`src/rtl/pulse_peak_finder.sv`:
```
// Pulse detector with hysteresis and holdoff: captures peak amplitude, peak time
// and width per pulse, queues records in a small FIFO behind a valid/ready port.
module pulse_peak_finder #(
  parameter int DATA_WIDTH = 16,
  parameter int TIME_WIDTH = 16,
  parameter int FIFO_DEPTH = 4,
  parameter int HOLDOFF    = 8
) (
  input  logic                         clk,
  input  logic                         reset,
  input  logic signed [DATA_WIDTH-1:0] input_data,
  input  logic signed [DATA_WIDTH-1:0] threshold,
  input  logic        [DATA_WIDTH-2:0] hysteresis,
  output logic signed [DATA_WIDTH-1:0] peak_amplitude,
  output logic        [TIME_WIDTH-1:0] peak_time,
  output logic        [TIME_WIDTH-1:0] pulse_width,
  output logic                         result_valid,
  input  logic                         result_ready,
  output logic                         busy,
  output logic        [7:0]            dropped_count
);

  localparam int AW   = (FIFO_DEPTH > 1) ? $clog2(FIFO_DEPTH) : 1;
  localparam int HC_W = (HOLDOFF > 1) ? $clog2(HOLDOFF) : 1;

  typedef enum logic [1:0] {IDLE, ARMED, HOLD} state_t;

  function automatic logic [TIME_WIDTH-1:0] sat_inc_time(input logic [TIME_WIDTH-1:0] v);
    return (&v) ? v : v + 1'b1;
  endfunction

  function automatic logic [7:0] sat_inc_8(input logic [7:0] v);
    return (&v) ? v : v + 8'd1;
  endfunction

  function automatic logic signed [DATA_WIDTH:0] sext1(input logic signed [DATA_WIDTH-1:0] v);
    return {v[DATA_WIDTH-1], v};
  endfunction

  // Stage 0: sample register and its index
  logic signed [DATA_WIDTH-1:0] s_p0;
  logic        [TIME_WIDTH-1:0] t_p0;
  logic                         vld_p0;

  always_ff @(posedge clk) begin
    s_p0 <= input_data;
  end

  always_ff @(posedge clk) begin
    if (reset) begin
      vld_p0 <= 1'b0;
      t_p0   <= '0;
    end else begin
      vld_p0 <= 1'b1;
      t_p0   <= vld_p0 ? t_p0 + 1'b1 : '0;
    end
  end

  // Stage 1: pulse tracking FSM
  state_t                       state, state_nxt;
  logic signed [DATA_WIDTH:0]   exit_lvl, exit_p1;
  logic signed [DATA_WIDTH-1:0] peak_p1;
  logic        [TIME_WIDTH-1:0] ptime_p1, width_p1;
  logic        [HC_W-1:0]       hcnt;
  logic                         arm, push_req;

  assign exit_lvl = sext1(threshold) - $signed({2'b00, hysteresis});

  always_comb begin
    state_nxt = state;
    arm       = 1'b0;
    push_req  = 1'b0;
    case (state)
      IDLE: begin
        if (vld_p0 && (s_p0 > threshold)) begin
          arm       = 1'b1;
          state_nxt = ARMED;
        end
      end
      ARMED: begin
        if (vld_p0 && (sext1(s_p0) < exit_p1)) begin
          push_req  = 1'b1;
          state_nxt = (HOLDOFF == 0) ? IDLE : HOLD;
        end
      end
      HOLD: begin
        if (hcnt == '0) state_nxt = IDLE;
      end
      default: state_nxt = IDLE;
    endcase
  end

  always_ff @(posedge clk) begin
    if (reset) begin
      state <= IDLE;
      hcnt  <= '0;
    end else begin
      state <= state_nxt;
      if (push_req)          hcnt <= HC_W'(HOLDOFF - 1);
      else if (state == HOLD) hcnt <= hcnt - 1'b1;
    end
  end

  always_ff @(posedge clk) begin
    if (arm) begin
      exit_p1  <= exit_lvl;
      peak_p1  <= s_p0;
      ptime_p1 <= t_p0;
      width_p1 <= {{(TIME_WIDTH-1){1'b0}}, 1'b1};
    end else if (state == ARMED && !push_req) begin
      width_p1 <= sat_inc_time(width_p1);
      // strict compare keeps the first of equal maxima
      if (s_p0 > peak_p1) begin
        peak_p1  <= s_p0;
        ptime_p1 <= t_p0;
      end
    end
  end

  assign busy = (state != IDLE);

  // Stage 2: result FIFO
  logic signed [DATA_WIDTH-1:0] amp_mem [FIFO_DEPTH];
  logic        [TIME_WIDTH-1:0] time_mem[FIFO_DEPTH];
  logic        [TIME_WIDTH-1:0] wid_mem [FIFO_DEPTH];
  logic        [AW-1:0]         wr_ptr, rd_ptr;
  logic        [AW:0]           count;
  logic                         full, push, pop;

  assign full         = (count == (AW+1)'(FIFO_DEPTH));
  assign result_valid = (count != '0);
  assign pop          = result_valid && result_ready;
  assign push         = push_req && (!full || pop);

  always_ff @(posedge clk) begin
    if (push) begin
      amp_mem[wr_ptr]  <= peak_p1;
      time_mem[wr_ptr] <= ptime_p1;
      wid_mem[wr_ptr]  <= width_p1;
    end
  end

  always_ff @(posedge clk) begin
    if (reset) begin
      wr_ptr        <= '0;
      rd_ptr        <= '0;
      count         <= '0;
      dropped_count <= '0;
    end else begin
      if (push) wr_ptr <= (wr_ptr == AW'(FIFO_DEPTH - 1)) ? '0 : wr_ptr + 1'b1;
      if (pop)  rd_ptr <= (rd_ptr == AW'(FIFO_DEPTH - 1)) ? '0 : rd_ptr + 1'b1;
      case ({push, pop})
        2'b10:   count <= count + 1'b1;
        2'b01:   count <= count - 1'b1;
        default: count <= count;
      endcase
      if (push_req && full && !pop) dropped_count <= sat_inc_8(dropped_count);
    end
  end

  assign peak_amplitude = result_valid ? amp_mem[rd_ptr]  : '0;
  assign peak_time      = result_valid ? time_mem[rd_ptr] : '0;
  assign pulse_width    = result_valid ? wid_mem[rd_ptr]  : '0;

endmodule

```
`config.mk`:
```
export PLATFORM = sky130hd
export DESIGN_NAME = pulse_peak_finder
export DESIGN_NICKNAME = d
export VERILOG_FILES = /design/src/rtl/pulse_peak_finder.sv
export SDC_FILE = /design/constraint.sdc
export NUM_CORES = 1
export LEC_CHECK = 0
export BUFFER_PORTS_ARGS = -buffer_cell sky130_fd_sc_hd__buf_2
export CAP_MARGIN = 0
export CORE_MARGIN = 4
export CORE_UTILIZATION = 37
export DETAILED_ROUTE_END_ITERATION = 10
export PLACE_DENSITY = 0.61
export SLEW_MARGIN = 40
export SYNTH_ARGS = -nofsm -noshare
export SYNTH_HDL_FRONTEND = slang
export SYNTH_SLANG_ARGS = --single-unit
export TNS_END_PERCENT = 100
```
`constraint.sdc`:
```
create_clock -name clk -period 8.4 [get_ports clk]
set_input_delay 0.84 -clock clk [delete_from_list [all_inputs] [get_ports clk]]
set_output_delay 0.84 -clock clk [all_outputs]
set_load 0.02 [all_outputs]
```
==> flow_metrics.env <==
export IMPL_status="completed"
export IMPL_hold_end="s_p0[15]"
export IMPL_final_min_clock_period_ns=3.54
export IMPL_crit_chain="ha_1, and4_4, a21oi_1, o21ai_1, a311o_1, nand3_1, nand2_1, fa_1, nor4_1, mux2_2, o31a_1"
export IMPL_initialDrtViolationCount=496
export IMPL_syn_area_um2=13700
export IMPL_cts_root_buf="clkbuf_16"
export IMPL_seq_area_frac_synth_pct=63.0
export IMPL_synth_seq_cells=312
export IMPL_post_drt_wl_per_cell_um=17.3
export IMPL_drtAntennaViolNets=0
export IMPL_dp_hpwl_mm=18.0
export IMPL_drcViolationCount=0
export IMPL_synth_mux_area_fraction_pct=8.25
export IMPL_postSynthCellCount=965
export IMPL_grt_pass1_wl_mm=44.4
export IMPL_yosys_area_share_simple_pct=9.78
export IMPL_synth_cell_types=65
export IMPL_layout_common_cells="edfxtp_1, buf_2, inv_1"
export IMPL_slowest_delay_ns=0.46
export IMPL_rsz0062_at_grt="no"
export IMPL_dieArea_um2=40300
export IMPL_cts_resized_gates=0
export IMPL_grt_max_degree=52
export IMPL_relSlewSlack_pct=50.6
export IMPL_h_tree_depth=2
export IMPL_core_area_um2=36600
export IMPL_synth_flop_cell="edfxtp_1"
export IMPL_rrSetupSlack_ns=4.86
export IMPL_synthToLayoutAreaGrowth_pct=16.3
export IMPL_vias_per_cell=5.05
export IMPL_reg2reg_to="count[2]"
export IMPL_fin_hold_ws_ns=0.418
export IMPL_slew_violations=0
export IMPL_max_clock_freq_ghz=0.282
export IMPL_holdPathStages=1
export IMPL_nets=1216
export IMPL_p_per_area_nw_per_um2=231
export IMPL_pre_cts_ws_ns=4.60
export IMPL_cts_setup_buffers=0
export IMPL_dieWidth_um=201
export IMPL_crit_buf_inv=0
export IMPL_dr_pass1_iters=5
export IMPL_layout_commonest_cell="edfxtp_1"
export IMPL_portBuffers=107
export IMPL_worstPathArrival_ns=3.94
export IMPL_synthAdderAreaFrac_pct=6.94
export IMPL_synth_edf_count=241
export IMPL_die_height_um=201
export IMPL_async_flop_share_pct=0
export IMPL_setup_violations=0
export IMPL_synth_xor_area_share_pct=1.59
export IMPL_drv_cap=0
export IMPL_grt_pass1_vias=8311
export IMPL_path_max_fanout=8
export IMPL_synth_top_family_by_area="simple AND/OR/NAND/NOR gates"
export IMPL_crit_required_ns=8.80
export IMPL_num_vias=8005
export IMPL_finalCritPeriodShare_pct=42.2
export IMPL_multiInputGateArea_um2=4660
export IMPL_clk_path_buf_depth=3
export IMPL_yosysWarnings=0
export IMPL_dp_cells=1522
export IMPL_synth_net_count=1090
export IMPL_n_fill_cell=3305
export IMPL_cp_start_kind="register"
export IMPL_setup_ws_ns=4.86
export IMPL_critPathTopFamily="compound AO/OA/AOI/OAI gates"
export IMPL_min_from="input_data[15]"
export IMPL_antenna_cells=0
export IMPL_layoutNonFillerInstCount=1585
export IMPL_io_pins=108
export IMPL_synth_compound_area_share_pct=7.22
export IMPL_peakVddDrop_uv=118
export IMPL_avgSynthCellArea_um2=14.2
export IMPL_clk_latency_ns=0.53
export IMPL_drive_gt1_share_pct=20.9
export IMPL_cts_tree="built"
export IMPL_final_setup_tns_ns=0
export IMPL_grt_usage_pct=13.5
export IMPL_cts_buffers=35
export IMPL_final_core_util_pct=43.6
export IMPL_reg2reg_from="s_p0[15]"
export IMPL_hold_buffers=0
export IMPL_hp_class="primary input to register"
export IMPL_ff2ff_path_depth=11
export IMPL_place_congestion=0.798
export IMPL_hold_viol=0
export IMPL_grt_overflow_total=0
export IMPL_placementRows=70
export IMPL_cts_sinks=312
export IMPL_endpoint_kind="register"
export IMPL_wirelength_mm=27.3
export IMPL_worst_slew_pin_slew_ns=0.741
export IMPL_path_class="register to register"
export IMPL_antenna_found_initial=0
export IMPL_leakage_nw=5.97
export IMPL_clk_pin_slew_worst_paths_ns=0.06
export IMPL_slowest_stage="dfxtp_1"
export IMPL_area_sequential_um2=8660
export IMPL_initial_utilization_pct=37.5
export IMPL_fin_skew_ns=0.0254
## power by group
group          switching [mW]  internal [mW]  total, mW
clock network           0.591          0.881       1.47
logic                   0.236          0.169      0.405
registers              0.0571           1.75       1.81
total                   0.884           2.80       3.68
## synth_stat cells (4+ instances only)
master | count | area share [%]
edfxtp_1 | 241 | 53
nand2_1 | 28 | 0.77
o41ai_1 | 6 | 0.38
and4_1 | 6 | 0.38
o21a_1 | 7 | 0.38
a31oi_1 | 4 | 0.18
and3_1 | 11 | 0.50
o31ai_1 | 7 | 0.38
a211oi_1 | 4 | 0.22
nor3_1 | 7 | 0.26
dfxtp_1 | 71 | 10
a21o_1 | 14 | 0.77
xor2_1 | 15 | 0.96
nor2b_1 | 4 | 0.18
o31a_1 | 4 | 0.26
or4_1 | 9 | 0.49
nor4_1 | 4 | 0.18
nor2_1 | 37 | 1.0
clkbuf_1 | 20 | 0.55
buf_1 | 5 | 0.14
mux4_2 | 48 | 7.9
nand3_1 | 30 | 1.1
or3_1 | 12 | 0.55
xnor2_1 | 10 | 0.64
a21oi_1 | 57 | 2.1
inv_1 | 84 | 2.3
and2_1 | 55 | 2.5
o21ai_0 | 25 | 0.91
ha_1 | 73 | 6.7
nand4_1 | 14 | 0.64
## stage by stage
| step | total power [mW] | cell area [µm²] |
|---|---|---|
| floorplan | 2.11 | 13700 |
| global placement | 2.24 | 14800 |
| detailed placement | 2.25 | 14900 |
| CTS | 3.73 | 16000 |
| global route | 3.85 | 16000 |
| finish | 3.68 | 16000 |
## metal layers
layer	wire length (µm)	GRT usage, %	share of wire, %
met1	12700	18.2	46
met4	530	3.54	1.9
met5	0	0	0
met2	13100	22.9	48
met3	1080	2.25	3.9
## sequential cells by signal (all words and copies together), names as in the netlist, named ones only
| register | flops |
|---|---|
| width_p1 | 16 |
| s_p0 | 16 |
| count | 3 |
| amp_mem | 64 |
| wid_mem | 64 |
| state | 2 |
| ptime_p1 | 16 |
| time_mem | 64 |
| peak_p1 | 16 |
| wr_ptr | 2 |
| vld_p0 | 1 |
| exit_p1 | 17 |
| hcnt | 3 |
| dropped_count | 8 |
| rd_ptr | 2 |
| t_p0 | 16 |
## kinds of logic after synthesis
logic type      Yosys count
flops                   312
simple gates            236
compound gates          151
buf+inv                 113
fa+ha+maj                75
mux                      53
xor+xnor                 25
## layout make-up
| cell class | instances | share of cell area (%) |
|---|---|---|
| Clock buffer | 43 | 5.79 |
| Clock inverter | 20 | 1.26 |
| Inverter | 85 | 2.00 |
| Multi-Input combinational cell | 540 | 29.2 |
| Sequential cell | 312 | 54.2 |
| Tap cell | 468 | 3.66 |
| Timing Repair Buffer | 117 | 3.90 |
## worst max path at each step
stage / start / to / slack (ns) / cells after the start
after floorplan: s_p0[15] / amp_mem[3][0] / 4.89 / 8
after global placement: threshold[1] / ptime_p1[15] / 4.37 / 12
after detailed placement: threshold[1] / ptime_p1[5] / 4.60 / 12
after CTS: s_p0[15] / count[2] / 4.84 / 11
after global routing: s_p0[15] / count[2] / 4.59 / 11
final: s_p0[15] / count[2] / 4.86 / 11
(Power assumes the default switching activity.)
